File: config.mk
export PLATFORM = sky130hd
export DESIGN_NAME = amm_cmd_buffer_flat
export DESIGN_NICKNAME = d
export VERILOG_FILES = /design/src/rtl/amm_cmd_pkg.sv /design/src/rtl/avalon_mm_if.sv /design/src/rtl/amm_sc_fifo.sv /design/src/rtl/amm_cmd_buffer.sv /design/src/flat_wrapper.sv
export SDC_FILE = /design/constraint.sdc
export NUM_CORES = 1
export LEC_CHECK = 0
export CORE_MARGIN = 1
export CORE_UTILIZATION = 50
export CTS_CLUSTER_DIAMETER = 120
export DETAILED_ROUTE_END_ITERATION = 16
export DONT_BUFFER_PORTS = 1
export GPL_TIMING_DRIVEN = 0
export PLACE_DENSITY_LB_ADDON = 0.05
export REMOVE_ABC_BUFFERS = 1
export SLEW_MARGIN = 0
export SYNTH_ARGS = -nofsm -noshare
export SYNTH_HDL_FRONTEND = slang
export SYNTH_SLANG_ARGS = --single-unit
File: constraint.sdc
create_clock -name clk_i -period 2.7 [get_ports clk_i]
set_input_delay 0.54 -clock clk_i [delete_from_list [all_inputs] [get_ports clk_i]]
set_output_delay 0.54 -clock clk_i [all_outputs]
set_load 0.02 [all_outputs]
File: src/rtl/amm_cmd_pkg.sv
// rtl/amm_cmd_pkg.sv - shared command type and width helpers for the Avalon-MM command buffer
package amm_cmd_pkg;

  localparam int AMM_ADDR_W = 32;
  localparam int AMM_DATA_W = 16;

  // One byteenable bit per data byte.
  function automatic int amm_be_w(input int data_w);
    return data_w / 8;
  endfunction

  // Queued command as seen at default widths: {we, addr, wdata, be}.
  typedef struct packed {
    logic                    we;
    logic [AMM_ADDR_W-1:0]   addr;
    logic [AMM_DATA_W-1:0]   wdata;
    logic [AMM_DATA_W/8-1:0] be;
  } amm_cmd_t;

endpackage

File: src/rtl/avalon_mm_if.sv
// rtl/avalon_mm_if.sv - Avalon-MM signal bundle with master/slave modports
interface avalon_mm_if #(
  parameter int ADDR_W = 32,
  parameter int DATA_W = 16
);

  logic [ADDR_W-1:0]   address;
  logic                read;
  logic                write;
  logic [DATA_W-1:0]   writedata;
  logic [DATA_W/8-1:0] byteenable;
  logic                waitrequest;
  logic [DATA_W-1:0]   readdata;
  logic                readdatavalid;

  modport master (
    output address, read, write, writedata, byteenable,
    input  waitrequest, readdata, readdatavalid
  );

  modport slave (
    input  address, read, write, writedata, byteenable,
    output waitrequest, readdata, readdatavalid
  );

endinterface

File: src/rtl/amm_sc_fifo.sv
// rtl/amm_sc_fifo.sv - single-clock FIFO with registered full/empty flags
// Ports:
//   clk, resetn         clock, synchronous active-low reset (flushes pointers)
//   wr_en, wr_data      push request and data (ignored while full)
//   rd_en, rd_data      pop request and head data (ignored while empty)
//   full, empty, level  registered status flags and occupancy
module amm_sc_fifo #(
  parameter int WIDTH = 8,
  parameter int DEPTH = 4
) (
  input  logic                     clk,
  input  logic                     resetn,
  input  logic                     wr_en,
  input  logic [WIDTH-1:0]         wr_data,
  input  logic                     rd_en,
  output logic [WIDTH-1:0]         rd_data,
  output logic                     full,
  output logic                     empty,
  output logic [$clog2(DEPTH):0]   level
);

  localparam int AW = $clog2(DEPTH);

  logic [WIDTH-1:0] mem [DEPTH];
  logic [AW:0]      wr_ptr;
  logic [AW:0]      rd_ptr;
  logic [AW:0]      wr_ptr_nxt;
  logic [AW:0]      rd_ptr_nxt;
  logic             push;
  logic             pop;

  assign push = wr_en & ~full;
  assign pop  = rd_en & ~empty;

  // Pointers carry one extra bit: equal low bits with differing top bit is full.
  always_comb begin
    wr_ptr_nxt = wr_ptr;
    rd_ptr_nxt = rd_ptr;
    if (push) wr_ptr_nxt = wr_ptr + (AW+1)'(1);
    if (pop)  rd_ptr_nxt = rd_ptr + (AW+1)'(1);
  end

  always_ff @(posedge clk) begin
    if (!resetn) begin
      wr_ptr <= '0;
      rd_ptr <= '0;
      full   <= 1'b0;
      empty  <= 1'b1;
    end else begin
      wr_ptr <= wr_ptr_nxt;
      rd_ptr <= rd_ptr_nxt;
      empty  <= (wr_ptr_nxt == rd_ptr_nxt);
      full   <= (wr_ptr_nxt[AW] != rd_ptr_nxt[AW]) &&
                (wr_ptr_nxt[AW-1:0] == rd_ptr_nxt[AW-1:0]);
    end
  end

  always_ff @(posedge clk) begin
    if (push) mem[wr_ptr[AW-1:0]] <= wr_data;
  end

  assign rd_data = mem[rd_ptr[AW-1:0]];
  assign level   = wr_ptr - rd_ptr;

endmodule

File: src/rtl/amm_cmd_buffer.sv
// rtl/amm_cmd_buffer.sv - Avalon-MM command queue with outstanding-read limiter
// Ports:
//   clk_i, rst_i  clock, synchronous active-low reset
//   up_if         slave side facing the upstream master
//   dn_if         master side facing the width converter
//   level_o       queued command count
//   pend_o        outstanding read count
//   err_o         sticky protocol error (read+write together, stray response)
module amm_cmd_buffer
  import amm_cmd_pkg::*;
#(
  parameter int ADDR_W   = 32,
  parameter int DATA_W   = 16,
  parameter int DEPTH    = 4,
  parameter int MAX_PEND = 8
) (
  input  logic                        clk_i,
  input  logic                        rst_i,
  avalon_mm_if.slave                  up_if,
  avalon_mm_if.master                 dn_if,
  output logic [$clog2(DEPTH):0]      level_o,
  output logic [$clog2(MAX_PEND):0]   pend_o,
  output logic                        err_o
);

  localparam int BE_W  = amm_be_w(DATA_W);
  localparam int CMD_W = 1 + ADDR_W + DATA_W + BE_W;
  localparam int PW    = $clog2(MAX_PEND) + 1;
  localparam logic [PW-1:0] PEND_MAX = PW'(MAX_PEND);

  logic [CMD_W-1:0]  push_cmd;
  logic [CMD_W-1:0]  head_cmd;
  logic              head_we;
  logic [ADDR_W-1:0] head_addr;
  logic [DATA_W-1:0] head_wdata;
  logic [BE_W-1:0]   head_be;

  logic              q_full;
  logic              q_empty;
  logic              accept;
  logic              pop;
  logic              read_gated;
  logic              rd_issue;
  logic              rsp_ok;
  logic              stray_rsp;
  logic              both_hi;

  logic [PW-1:0]     pend_q;
  logic              err_q;
  logic              rsp_valid_q;
  logic [DATA_W-1:0] rsp_data_q;

  // Write wins when read and write arrive together; the error flag records it.
  assign push_cmd = {up_if.write, up_if.address, up_if.writedata, up_if.byteenable};
  assign {head_we, head_addr, head_wdata, head_be} = head_cmd;

  assign up_if.waitrequest = q_full | ~rst_i;
  assign accept            = (up_if.read | up_if.write) & ~up_if.waitrequest;
  assign both_hi           = accept & up_if.read & up_if.write;

  amm_sc_fifo #(
    .WIDTH (CMD_W),
    .DEPTH (DEPTH)
  ) u_fifo (
    .clk     (clk_i),
    .resetn  (rst_i),
    .wr_en   (accept),
    .wr_data (push_cmd),
    .rd_en   (pop),
    .rd_data (head_cmd),
    .full    (q_full),
    .empty   (q_empty),
    .level   (level_o)
  );

  // A read at the head waits for a free pending slot; everything behind it waits too.
  assign read_gated = ~head_we & (pend_q == PEND_MAX);

  assign dn_if.read       = rst_i & ~q_empty & ~head_we & ~read_gated;
  assign dn_if.write      = rst_i & ~q_empty & head_we;
  assign dn_if.address    = head_addr;
  assign dn_if.writedata  = head_wdata;
  assign dn_if.byteenable = head_be;

  assign pop       = (dn_if.read | dn_if.write) & ~dn_if.waitrequest;
  assign rd_issue  = pop & ~head_we;
  assign rsp_ok    = dn_if.readdatavalid & (pend_q != '0);
  assign stray_rsp = dn_if.readdatavalid & (pend_q == '0);

  always_ff @(posedge clk_i) begin
    if (!rst_i) begin
      pend_q      <= '0;
      err_q       <= 1'b0;
      rsp_valid_q <= 1'b0;
      rsp_data_q  <= '0;
    end else begin
      case ({rd_issue, rsp_ok})
        2'b10:   pend_q <= pend_q + PW'(1);
        2'b01:   pend_q <= pend_q - PW'(1);
        default: pend_q <= pend_q;
      endcase
      err_q       <= err_q | stray_rsp | both_hi;
      // Stray responses are dropped, so neither valid nor data moves upstream.
      rsp_valid_q <= rsp_ok;
      if (rsp_ok) rsp_data_q <= dn_if.readdata;
    end
  end

  assign up_if.readdatavalid = rsp_valid_q;
  assign up_if.readdata      = rsp_data_q;
  assign pend_o              = pend_q;
  assign err_o               = err_q;

endmodule
File: src/flat_wrapper.sv
// flat-port wrapper written by rule: the top's interface ports become plain ports
module amm_cmd_buffer_flat import amm_cmd_pkg::*;
#(
  parameter int ADDR_W   = 32,
  parameter int DATA_W   = 16,
  parameter int DEPTH    = 4,
  parameter int MAX_PEND = 8
)
  (clk_i, rst_i, level_o, pend_o, err_o, up_if_address, up_if_read, up_if_write, up_if_writedata, up_if_byteenable, up_if_waitrequest, up_if_readdata, up_if_readdatavalid, dn_if_address, dn_if_read, dn_if_write, dn_if_writedata, dn_if_byteenable, dn_if_waitrequest, dn_if_readdata, dn_if_readdatavalid);
  avalon_mm_if #(.ADDR_W(ADDR_W), .DATA_W(DATA_W)) up_if_i ();
  avalon_mm_if #(.ADDR_W(ADDR_W), .DATA_W(DATA_W)) dn_if_i ();
  input  logic clk_i;
  input  logic rst_i;
  output logic [$clog2(DEPTH):0] level_o;
  output logic [$clog2(MAX_PEND):0] pend_o;
  output logic err_o;
  input wire logic [$bits(up_if_i.address)-1:0] up_if_address;
  input wire logic [$bits(up_if_i.read)-1:0] up_if_read;
  input wire logic [$bits(up_if_i.write)-1:0] up_if_write;
  input wire logic [$bits(up_if_i.writedata)-1:0] up_if_writedata;
  input wire logic [$bits(up_if_i.byteenable)-1:0] up_if_byteenable;
  output wire logic [$bits(up_if_i.waitrequest)-1:0] up_if_waitrequest;
  output wire logic [$bits(up_if_i.readdata)-1:0] up_if_readdata;
  output wire logic [$bits(up_if_i.readdatavalid)-1:0] up_if_readdatavalid;
  output wire logic [$bits(dn_if_i.address)-1:0] dn_if_address;
  output wire logic [$bits(dn_if_i.read)-1:0] dn_if_read;
  output wire logic [$bits(dn_if_i.write)-1:0] dn_if_write;
  output wire logic [$bits(dn_if_i.writedata)-1:0] dn_if_writedata;
  output wire logic [$bits(dn_if_i.byteenable)-1:0] dn_if_byteenable;
  input wire logic [$bits(dn_if_i.waitrequest)-1:0] dn_if_waitrequest;
  input wire logic [$bits(dn_if_i.readdata)-1:0] dn_if_readdata;
  input wire logic [$bits(dn_if_i.readdatavalid)-1:0] dn_if_readdatavalid;
  assign up_if_i.address = up_if_address;
  assign up_if_i.read = up_if_read;
  assign up_if_i.write = up_if_write;
  assign up_if_i.writedata = up_if_writedata;
  assign up_if_i.byteenable = up_if_byteenable;
  assign up_if_waitrequest = up_if_i.waitrequest;
  assign up_if_readdata = up_if_i.readdata;
  assign up_if_readdatavalid = up_if_i.readdatavalid;
  assign dn_if_address = dn_if_i.address;
  assign dn_if_read = dn_if_i.read;
  assign dn_if_write = dn_if_i.write;
  assign dn_if_writedata = dn_if_i.writedata;
  assign dn_if_byteenable = dn_if_i.byteenable;
  assign dn_if_i.waitrequest = dn_if_waitrequest;
  assign dn_if_i.readdata = dn_if_readdata;
  assign dn_if_i.readdatavalid = dn_if_readdatavalid;
  amm_cmd_buffer #(.ADDR_W(ADDR_W), .DATA_W(DATA_W), .DEPTH(DEPTH), .MAX_PEND(MAX_PEND)) u_core (.clk_i(clk_i), .rst_i(rst_i), .up_if(up_if_i), .dn_if(dn_if_i), .level_o(level_o), .pend_o(pend_o), .err_o(err_o));
endmodule
==> metrics, run 1 <==
WL/cell=22.39 µm; CP max stage delay=0.55 ns; H-Tree Depth=1; total die area=18,250 µm²; Die Wd=135.1 µm; DRT antenna net count=0; kind of cell adding the most delay to the critical path=simple AND/OR/NAND/NOR gates; initial detailed-routing violation count=126; total placed cells including tap cells=645; WL final=15,630 µm; fin nets=538; initial antenna violation count=0; WP depth=10; startpoint types=flip-flop; DIE HEIGHT=135.1 µm; HP Class=primary input to flip-flop; Reg2Reg Setup Slack=0.08 ns; Leak=3.227 nW; post-synth top area cell=edfxtp_1; top cell type's share of synthesized area=0.6918; count leader, synth=edfxtp_1; Tcrit/Tclk final=0.9705; number of port buffers=0; synthesized area per cell=20.26 µm²; total congestion overflow=0; clock buffer depth=3; DRC Markers=0; share of layout cells above drive strength 1=0.2664; FP Rows=48; CTS tree=built; Clock Latency Late Sink=0.50 ns; worst path cell trace=or4b_4, nand3b_1, or3_4, ha_4, ha_4, a21o_1, a21oi_2, xnor2_1, or3_1, a21boi_1; synth top area cells=edfxtp_1 69%, mux4_2 13%, dfxtp_1 6.8%; status=finished, final reports clean; initial core utilization=0.5119; clock buffer count from CTS=24; Clock Tree Root=clkbuf_16; Rel. slew slack=0.4574; max cap viols=0; CP arrival=3.05 ns; pin count of the biggest net entering global routing=53; Critical path buffers and inverters=0; Routability Congestion=0.6642; CP Capture Type=flip-flop; Hold Fails Final Rpt=0; Non-Filler Instances=698; worst setup path end=u_core.pend_o[3]$_SDFFE_PN0P_; DR vias=3,916; clk sinks=234; first-pass GRT wire length=23,890 µm; diode count=0; clk_skew=0.004544 ns; Slew Viols, Final=0; Commonest cells post-synth=204 x edfxtp_1, 51 x mux4_2, 38 x nand2_1; I/O pins=150; Mapped Area=8855 µm²; Max Fclk=0.3816 GHz; setup TNS=0 ns; ys async rst share=0; R2R depth=10; Tmin final=2.620 ns; yosys warns=0; GRT Resource Usage Total=0.1761; RSZ-0062 raised after global routing=true; number of global-route vias before repair=4,107; Post-CTS Hold Fix Bufs=0; flops & latches, synth=234; Detailed Routing Iterations Pass 1=4; vias per cell=5.610; CP startpoint=u_core.pend_o[3]$_SDFFE_PN0P_; Seq/Total Area, Yosys=0.7596; post-detail-place hpwl=8504 µm; post-synth cell types=39; Max FO, Critical Path=5; PwrDens=845.5 nW/µm²; VDD IR max=0.0005075 V; slowest CP cell=or4b_4; Slew @ Worst Pin=0.8139 ns; critical path class=flip-flop to flip-flop; R2R Path End=u_core.pend_o[3]$_SDFFE_PN0P_; Gate Count Post-Synth=437; area grow syn2layout=14.51%; Main synth FF type=edfxtp_1; r2r startpoint=u_core.pend_o[3]$_SDFFE_PN0P_; EDFF count, synth=204; most used cell, CP=ha_4; Worst EP required=3.13 ns; core region area=17,300 µm²; # setup viols final=0; Clock transition at path regs=0.06 ns
## through the flow
step	utilization	hold WS [ns]	power, mW	worst slack (ns)	area [µm²]
finish	0.5862	0.1286	8.573	0.07973	10140
global route	0.5862	0.1033	8.900	-0.04473	10140
CTS	0.5841	0.1054	8.666	0.01783	10100
detailed placement	0.5260	0.5644	5.135	-0.9167	9097
global placement	0.5234	0.5531	5.123	-3.246	9052
floorplan	-	0.5408	4.961	-2.085	8771
## state kept, by name, indices dropped and copies added (netlist names)
| register | flops |
|---|---|
| u_core.err_o | 1 |
| u_core.pend_o | 4 |
| u_core.u_fifo.wr_ptr | 3 |
| u_core.u_fifo.mem | 204 |
| u_core.up_if.readdatavalid | 1 |
| u_core.u_fifo.rd_ptr | 3 |
| u_core.u_fifo.empty | 1 |
| u_core.u_fifo.full | 1 |
| u_core.up_if.readdata | 16 |
## cell type report
class | instances | area [µm²]
fill | 1273 | 7157
clock inverter | 15 | 158.9
sequential | 234 | 6738
inverter | 9 | 38.79
clock buffer | 29 | 714.4
multi-input combinational | 177 | 2093
tap | 225 | 281.5
timing repair buffer | 9 | 115.1
## power by group
part / internal (mW) / leakage [nW] / total [mW] / switching [mW]
clock network: 2.18 / 0.426 / 3.47 / 1.29
logic: 0.349 / 0.691 / 0.866 / 0.517
registers: 4.11 / 2.11 / 4.24 / 0.124
total: 6.64 / 3.23 / 8.57 / 1.93
## worst min-delay path by stage
| stage | startpoint | to | slack, ns | depth (start not counted) |
|---|---|---|---|---|
| final | rst_i | u_core.u_fifo.empty$_SDFF_PN1_ | 0.13 | 1 |
| after global routing | up_if_address[12] | u_core.u_fifo.mem[1][30]$_DFFE_PP_ | 0.10 | 0 |
| after CTS | rst_i | u_core.u_fifo.empty$_SDFF_PN1_ | 0.11 | 1 |
| after detailed placement | u_core.up_if.readdata[11]$_SDFFE_PN0P_ | u_core.up_if.readdata[11]$_SDFFE_PN0P_ | 0.56 | 2 |
| after global placement | u_core.up_if.readdata[7]$_SDFFE_PN0P_ | u_core.up_if.readdata[7]$_SDFFE_PN0P_ | 0.55 | 2 |
| after floorplan | u_core.up_if.readdata[0]$_SDFFE_PN0P_ | u_core.up_if.readdata[0]$_SDFFE_PN0P_ | 0.54 | 2 |
## routing by layer
layer / track usage / wire length (µm)
met1: 0.2195 / 6120
met2: 0.3013 / 7961
met3: 0.05631 / 1333
met4: 0.03995 / 214
met5: 0 / 0
## cells in the final DEF (no fill, tap or decap), types with 2 or more instances in the layout
| master | instances |
|---|---|
| mux4_2 | 51 |
| buf_4 | 5 |
| clkbuf_16 | 28 |
| ha_4 | 2 |
| o21ai_0 | 6 |
| inv_1 | 8 |
| clkinvlp_4 | 2 |
| xnor2_2 | 2 |
| clkinv_2 | 3 |
| nand2_1 | 38 |
| bufinv_16 | 3 |
| dfxtp_4 | 2 |
| clkinv_1 | 4 |
| a21boi_0 | 18 |
| and3b_1 | 2 |
| dfxtp_1 | 25 |
| and2_1 | 5 |
| clkinv_4 | 2 |
| edfxtp_1 | 204 |
| nor2_1 | 4 |
| nor2b_1 | 3 |
| dfxtp_2 | 3 |
| xnor2_1 | 5 |
| xor2_1 | 4 |
| buf_8 | 2 |
| ha_1 | 7 |
| and2_4 | 4 |
## timing repair
item	4_1_cts	5_1_grt
cloned	0	1
pin swaps	1	9
setup buffers	8	0
gates resized for setup	12	5
endpoints found under the setup margin	44	3
## cell families after synthesis
| kind of cell | Yosys count | synth area share |
|---|---|---|
| mux | 53 | 0.1321 |
| xor+xnor | 13 | 0.01526 |
| fa+ha+maj | 11 | 0.01724 |
| simple gates | 67 | 0.03731 |
| buf+inv | 27 | 0.01328 |
| compound gates | 32 | 0.02515 |
| flops | 234 | 0.7596 |
No activity file was read; power rests on OpenSTA's default activity.
==> inputs of run 2 (changes only) <==
CORE_UTILIZATION = 35   (was 50)
==> run 2 against run 1 <==
Maximum frequency fell by 0.13%. Via count rose by 1.4%. Critical path depth fell by 1. Count of clock-buffer cells in the layout fell by 1. Power fell by 1.8%. Design area rose by 1.3%. Wire length rose by 10%. First-iteration DRC count rose by 69%. Global-route usage fell by 4.1 points. Combinational power rose by 4.3%.
==> metrics, run 2 (synthesis results as in run 1) <==
area grow syn2layout=15.97% (was 14.51%); post-detail-place hpwl=9804 µm (was 8504 µm); VDD IR max=0.0004076 V (was 0.0005075 V); startpoint types=flip-flop (unchanged); clock buffer count from CTS=25 (was 24); HP Class=primary input to flip-flop (unchanged); fin util=0.4186 (was 0.5862); GRT Resource Usage Total=0.1354 (was 0.1761); post-place instance area=9289 µm² (was 9097 µm²); design area=10,270 µm² (was 10,140 µm²); status=finished, final reports clean (unchanged); Detailed Routing Iterations Pass 1=4 (unchanged); vias per cell=4.963 (was 5.610); Worst EP required=3.14 ns (was 3.13 ns); fin nets=542 (was 538); Filler Cell Count=2,164 (was 1,273); Non-Filler Instances=800 (was 698); Hold Fails Final Rpt=0 (unchanged); Slew Viols, Final=0 (unchanged); sequential power share=0.504 (was 0.494); Tcrit/Tclk final=0.9717 (was 0.9705); Reg area=6740 µm² (was 6738 µm²); critical path class=flip-flop to flip-flop (unchanged); commonest non-fill, non-tap cell in the layout=edfxtp_1 (unchanged); clk_skew=0.01062 ns (was 0.004544 ns); DIE HEIGHT=161.1 µm (was 135.1 µm); DR vias=3,970 (was 3,916); total congestion overflow=0 (unchanged); DRT antenna net count=0 (unchanged); Logic pwr share=0.107 (was 0.101); first-pass GRT wire length=26,250 µm (was 23,890 µm); FP Rows=57 (was 48); worst hold slack=0.1103 ns (was 0.1286 ns); max reg flops=204 (unchanged); commonest cells after routing, fill and taps aside=204 x edfxtp_1, 51 x mux4_2, 38 x nand2_1, 25 x clkbuf_16, 23 x dfxtp_1 (was 204 x edfxtp_1, 51 x mux4_2, 38 x nand2_1, 28 x clkbuf_16, 25 x dfxtp_1); Routability Congestion=0.6674 (was 0.6642); H-Tree Depth=1 (unchanged); Max Fclk=0.3812 GHz (was 0.3816 GHz); Rel. slew slack=0.4055 (was 0.4574); Slew @ Worst Pin=0.8918 ns (was 0.8139 ns); Leak=3.208 nW (was 3.227 nW); switching fraction of total power=0.2330 (was 0.2256); max cap viols=0 (unchanged); number of global-route vias before repair=4,372 (was 4,107); CP Capture Type=flip-flop (unchanged); total die area=25,940 µm² (was 18,250 µm²); Clock Tree Root=clkbuf_16 (unchanged); share of layout cells above drive strength 1=0.2710 (was 0.2664); number of port buffers=0 (unchanged); diode count=0 (unchanged); Clock Latency Late Sink=0.51 ns (was 0.50 ns); CTS tree=built (unchanged); internal power=6.455 mW (was 6.639 mW); area of the multi-input gates=2101 µm² (was 2093 µm²); clk sinks=234 (unchanged); net switching power=1.961 mW (was 1.934 mW); initial antenna violation count=0 (unchanged); total placed cells including tap cells=747 (was 645); CP arrival=3.06 ns (was 3.05 ns); Clock transition at path regs=0.06 ns (about the same); Max FO, Critical Path=3 (was 5); Tmin final=2.624 ns (was 2.620 ns); WL final=17,240 µm (was 15,630 µm); clock share of power=0.389 (was 0.405); initial core utilization=0.3609 (was 0.5119); pin count of the biggest net entering global routing=52 (was 53); Die Wd=161.1 µm (was 135.1 µm); I/O pins=150 (unchanged); PwrDens=819.6 nW/µm² (was 845.5 nW/µm²); WL/cell=21.55 µm (was 22.39 µm); # setup viols final=0 (unchanged); initial detailed-routing violation count=213 (was 126); Post-CTS Hold Fix Bufs=0 (unchanged); RSZ-0062 raised after global routing=true (unchanged); DRC Markers=0 (unchanged); total power draw=8.416 mW (was 8.573 mW); core region area=24,530 µm² (was 17,300 µm²); clock buffer depth=3 (unchanged)
[run 2: power by group through the flow]
stage	combinational, mW	sequential [mW]	clock [mW]
finish	0.903	4.24	3.27
global route	0.988	4.26	3.53
floorplan	0.615	4.35	0
detailed placement	0.808	4.35	0
global placement	0.746	4.40	0
CTS	0.904	4.24	3.39
[run 2: timing repair]
item                                   in CTS  in global routing
setup buffers                               7                  2
gates resized for setup                    12                 11
setup endpoints to repair                  39                  2
pin swaps                                   1                  8
endpoints found under the hold margin       0                  0
[run 2: path summary, 6_finish.rpt]
check / start / end / slack [ns] / depth (start not counted)
worst max-delay path: u_core.u_fifo.rd_ptr[0]$_SDFF_PN0_ / u_core.pend_o[3]$_SDFFE_PN0P_ / 0.08 / 9
worst min-delay path: rst_i / u_core.u_fifo.empty$_SDFF_PN1_ / 0.11 / 1
worst max register to register: u_core.u_fifo.rd_ptr[0]$_SDFF_PN0_ / u_core.pend_o[3]$_SDFFE_PN0P_ / 0.08 / 9
worst min register to register: u_core.up_if.readdata[3]$_SDFFE_PN0P_ / u_core.up_if.readdata[3]$_SDFFE_PN0P_ / 0.57 / 2
[run 2: cell type report]
| type | instances | share of cell area |
|---|---|---|
| flip-flops and latches | 234 | 0.6564 |
| multi-input cells | 176 | 0.2046 |
| clock buffers | 28 | 0.06202 |
| well taps | 324 | 0.03948 |
| repair buffers | 13 | 0.01889 |
| clock inverters | 16 | 0.01487 |
| inverters | 9 | 0.003777 |
[run 2: metal layers]
layer	wire (µm)	share of wire	vias up	GRT usage
li1	-	-	1772	-
met1	6626	0.38	2039	0.1615
met2	8799	0.51	134	0.2335
met3	1488	0.086	25	0.04366
met4	328	0.019	0	0.03988
met5	0	0	-	0
[run 2: critical path, stage by stage (launching register included)]
cell	delay, ns
dfxtp_4	0.36
mux4_2	0.53
or3_4	0.41
ha_4	0.18
buf_4	0.14
ha_4	0.27
a21oi_2	0.05
xnor2_1	0.13
or3_1	0.37
a21boi_1	0.12
[run 2: per-stage QoR]
step                      setup TNS [ns]  setup slack (ns)
final                                  0           0.07643
after global routing            -0.03639          -0.03639
after CTS                              0         0.0003595
after detailed placement          -2.238           -0.9399
after global placement           -405.86            -3.407
after floorplan                   -61.79            -2.085
==> inputs of run 3 (changes only) <==
CELL_PAD_IN_SITES_DETAIL_PLACEMENT = 1   (was unset)
CELL_PAD_IN_SITES_GLOBAL_PLACEMENT = 1   (was unset)
==> run 3 against run 2 <==
Global-route usage up 0.52 points. Sequential power about the same. Clock power up 11%.
==> metrics, run 3 (synthesis results as in run 1) <==
status=finished, final reports clean (unchanged); met2 global-route usage=0.2414 (was 0.2335); first-pass GRT wire length=27,350 µm (was 26,250 µm); gr busiest metal=met2 (unchanged); post-detail-place hpwl=10,520 µm (was 9804 µm); HP Class=primary input to flip-flop (unchanged); Logic pwr share=0.106 (was 0.107); CP arrival=3.10 ns (was 3.06 ns); PwrDens=846.0 nW/µm² (was 819.6 nW/µm²); Leak=3.296 nW (was 3.208 nW); CP max stage delay=0.53 ns (about the same); slowest CP cell=mux4_2 (unchanged); grt met3 use=0.05162 (was 0.04366); initial core utilization=0.3609 (unchanged); initial detailed-routing violation count=134 (was 213); internal power=6.802 mW (was 6.455 mW); total die area=25,940 µm² (unchanged); CP Capture Type=flip-flop (unchanged); fin util=0.4251 (was 0.4186); DIE HEIGHT=161.1 µm (unchanged); Clock Tree Root=clkbuf_16 (unchanged); Critical path buffers and inverters=1 (unchanged); clock buffer depth=3 (unchanged); max cap viols=0 (unchanged); vias per cell=4.970 (was 4.963); # setup viols final=0 (unchanged); initial antenna violation count=0 (unchanged); share of layout cells above drive strength 1=0.2733 (was 0.2710); DRT antenna net count=0 (unchanged); Detailed Routing Iterations Pass 1=4 (unchanged); FP Rows=57 (unchanged); net switching power=2.021 mW (was 1.961 mW); fin nets=547 (was 542); DRC Markers=0 (unchanged); WL/cell=22.28 µm (was 21.55 µm); Die Wd=161.1 µm (unchanged); diode count=0 (unchanged); total congestion overflow=0 (unchanged); Max FO, Critical Path=3 (unchanged); max reg flops=204 (unchanged); VDD IR max=0.0005486 V (was 0.0004076 V); Tmin final=2.655 ns (was 2.624 ns); clk sinks=234 (unchanged); Worst EP required=3.14 ns (about the same); RSZ-0062 raised after global routing=true (unchanged); commonest non-fill, non-tap cell in the layout=edfxtp_1 (unchanged); Tcrit/Tclk final=0.9833 (was 0.9717); number of global-route vias before repair=4,462 (was 4,372); DR vias=4,011 (was 3,970); Filler Cell Count=2,340 (was 2,164); kind of cell adding the most delay to the critical path=simple AND/OR/NAND/NOR gates (unchanged); number of port buffers=0 (unchanged); worst path cell trace=buf_16, mux4_2, or3_4, ha_4, ha_4, a21o_1, a21oi_2, xnor2_1, or3_1, a21boi_1 (was mux4_2, or3_4, ha_4, buf_4, ha_4, a21oi_2, xnor2_1, or3_1, a21boi_1); sequential power share=0.481 (was 0.504); Post-CTS Hold Fix Bufs=0 (unchanged); GRT Resource Usage Total=0.1406 (was 0.1354); Max Fclk=0.3767 GHz (was 0.3812 GHz); commonest cells after routing, fill and taps aside=204 x edfxtp_1, 51 x mux4_2, 38 x nand2_1, 27 x clkbuf_16, 24 x dfxtp_1 (was 204 x edfxtp_1, 51 x mux4_2, 38 x nand2_1, 25 x clkbuf_16, 23 x dfxtp_1); clock buffer count from CTS=26 (was 25); clk_skew=0.01118 ns (was 0.01062 ns); core region area=24,530 µm² (unchanged); H-Tree Depth=1 (unchanged); grt met1 use=0.1668 (was 0.1615); Slew Viols, Final=0 (unchanged); WL final=17,980 µm (was 17,240 µm); Hold Fails Final Rpt=0 (unchanged); pin count of the biggest net entering global routing=52 (unchanged); switching fraction of total power=0.2291 (was 0.2330); Routability Congestion=0.6537 (was 0.6674); Clock transition at path regs=0.06 ns (about the same); clock share of power=0.413 (was 0.389); Slew @ Worst Pin=0.8684 ns (was 0.8918 ns); critical path class=flip-flop to flip-flop (unchanged); Rel. slew slack=0.4211 (was 0.4055); worst hold slack=0.1135 ns (was 0.1103 ns); CTS tree=built (unchanged); startpoint types=flip-flop (unchanged); area grow syn2layout=17.79% (was 15.97%); Reg2Reg Setup Slack=0.05 ns (was 0.08 ns); Clock Latency Late Sink=0.52 ns (was 0.51 ns); I/O pins=150 (unchanged); most used cell, CP=ha_4 (unchanged)
run 3: cell count changes in the layout (fill, tap and decap cells not counted), moves of 2 or more:
| cell | delta |
|---|---|
| buf_4 | +2 |
| bufinv_16 | +2 |
| clkbuf_1 | +2 |
| clkbuf_16 | +2 |
| dfxtp_2 | -2 |
| ha_1 | +2 |
run 3: path summary, 6_finish.rpt:
kind,from,end,depth (start not counted)
worst max register to register,u_core.u_fifo.rd_ptr[0]$_SDFF_PN0_,u_core.pend_o[3]$_SDFFE_PN0P_,10
worst max-delay path,u_core.u_fifo.rd_ptr[0]$_SDFF_PN0_,u_core.pend_o[3]$_SDFFE_PN0P_,10
worst min-delay path,up_if_writedata[1],u_core.u_fifo.mem[0][3]$_DFFE_PP_,0
worst min register to register,u_core.up_if.readdata[9]$_SDFFE_PN0P_,u_core.up_if.readdata[9]$_SDFFE_PN0P_,2
run 3: layout make-up:
type	count	area (µm²)	area share
tap	324	405.4	0.03887
inverter	9	38.79	0.003719
multi-input combinational	176	2086	0.2000
clock inverter	15	198.9	0.01907
sequential	234	6741	0.6464
timing repair buffer	17	265.3	0.02543
clock buffer	32	694.4	0.06658
run 3: power groups by stage:
stage | Sequential (mW) | Combinational, mW | Clock, mW
3_3_place_gp | 4.41 | 0.753 | 0
3_5_place_dp | 4.36 | 0.815 | 0
4_1_cts | 4.24 | 0.944 | 3.76
2_1_floorplan | 4.35 | 0.615 | 0
5_1_grt | 4.26 | 1.03 | 3.90
6_report | 4.24 | 0.936 | 3.64
run 3: through the flow:
step | instance area [µm²] | std cells | power (mW) | TNS (ns) | worst slack [ns]
floorplan | 8771 | 419 | 4.961 | -61.79 | -2.085
global route | 10430 | 807 | 9.186 | -0.04496 | -0.04496
global placement | 9176 | 743 | 5.160 | -401.42 | -3.475
detailed placement | 9309 | 748 | 5.171 | -2.848 | -1.103
finish | 10430 | 807 | 8.823 | 0 | 0.04505
CTS | 10380 | 804 | 8.948 | -0.04769 | -0.04769
run 3: timing repair:
action / 4_1_cts / 5_1_grt
setup buffers: 8 / 3
setup endpoints to repair: 37 / 8
resized for setup: 15 / 7
pin swaps: 4 / 3
cloned: 1 / 0
run 3: routing by layer:
metal	routed length, µm	vias up	share of wire
li1	-	1778	-
met1	7133	2069	0.40
met2	8885	135	0.49
met3	1640	29	0.091
met4	320	0	0.018
met5	0	-	0
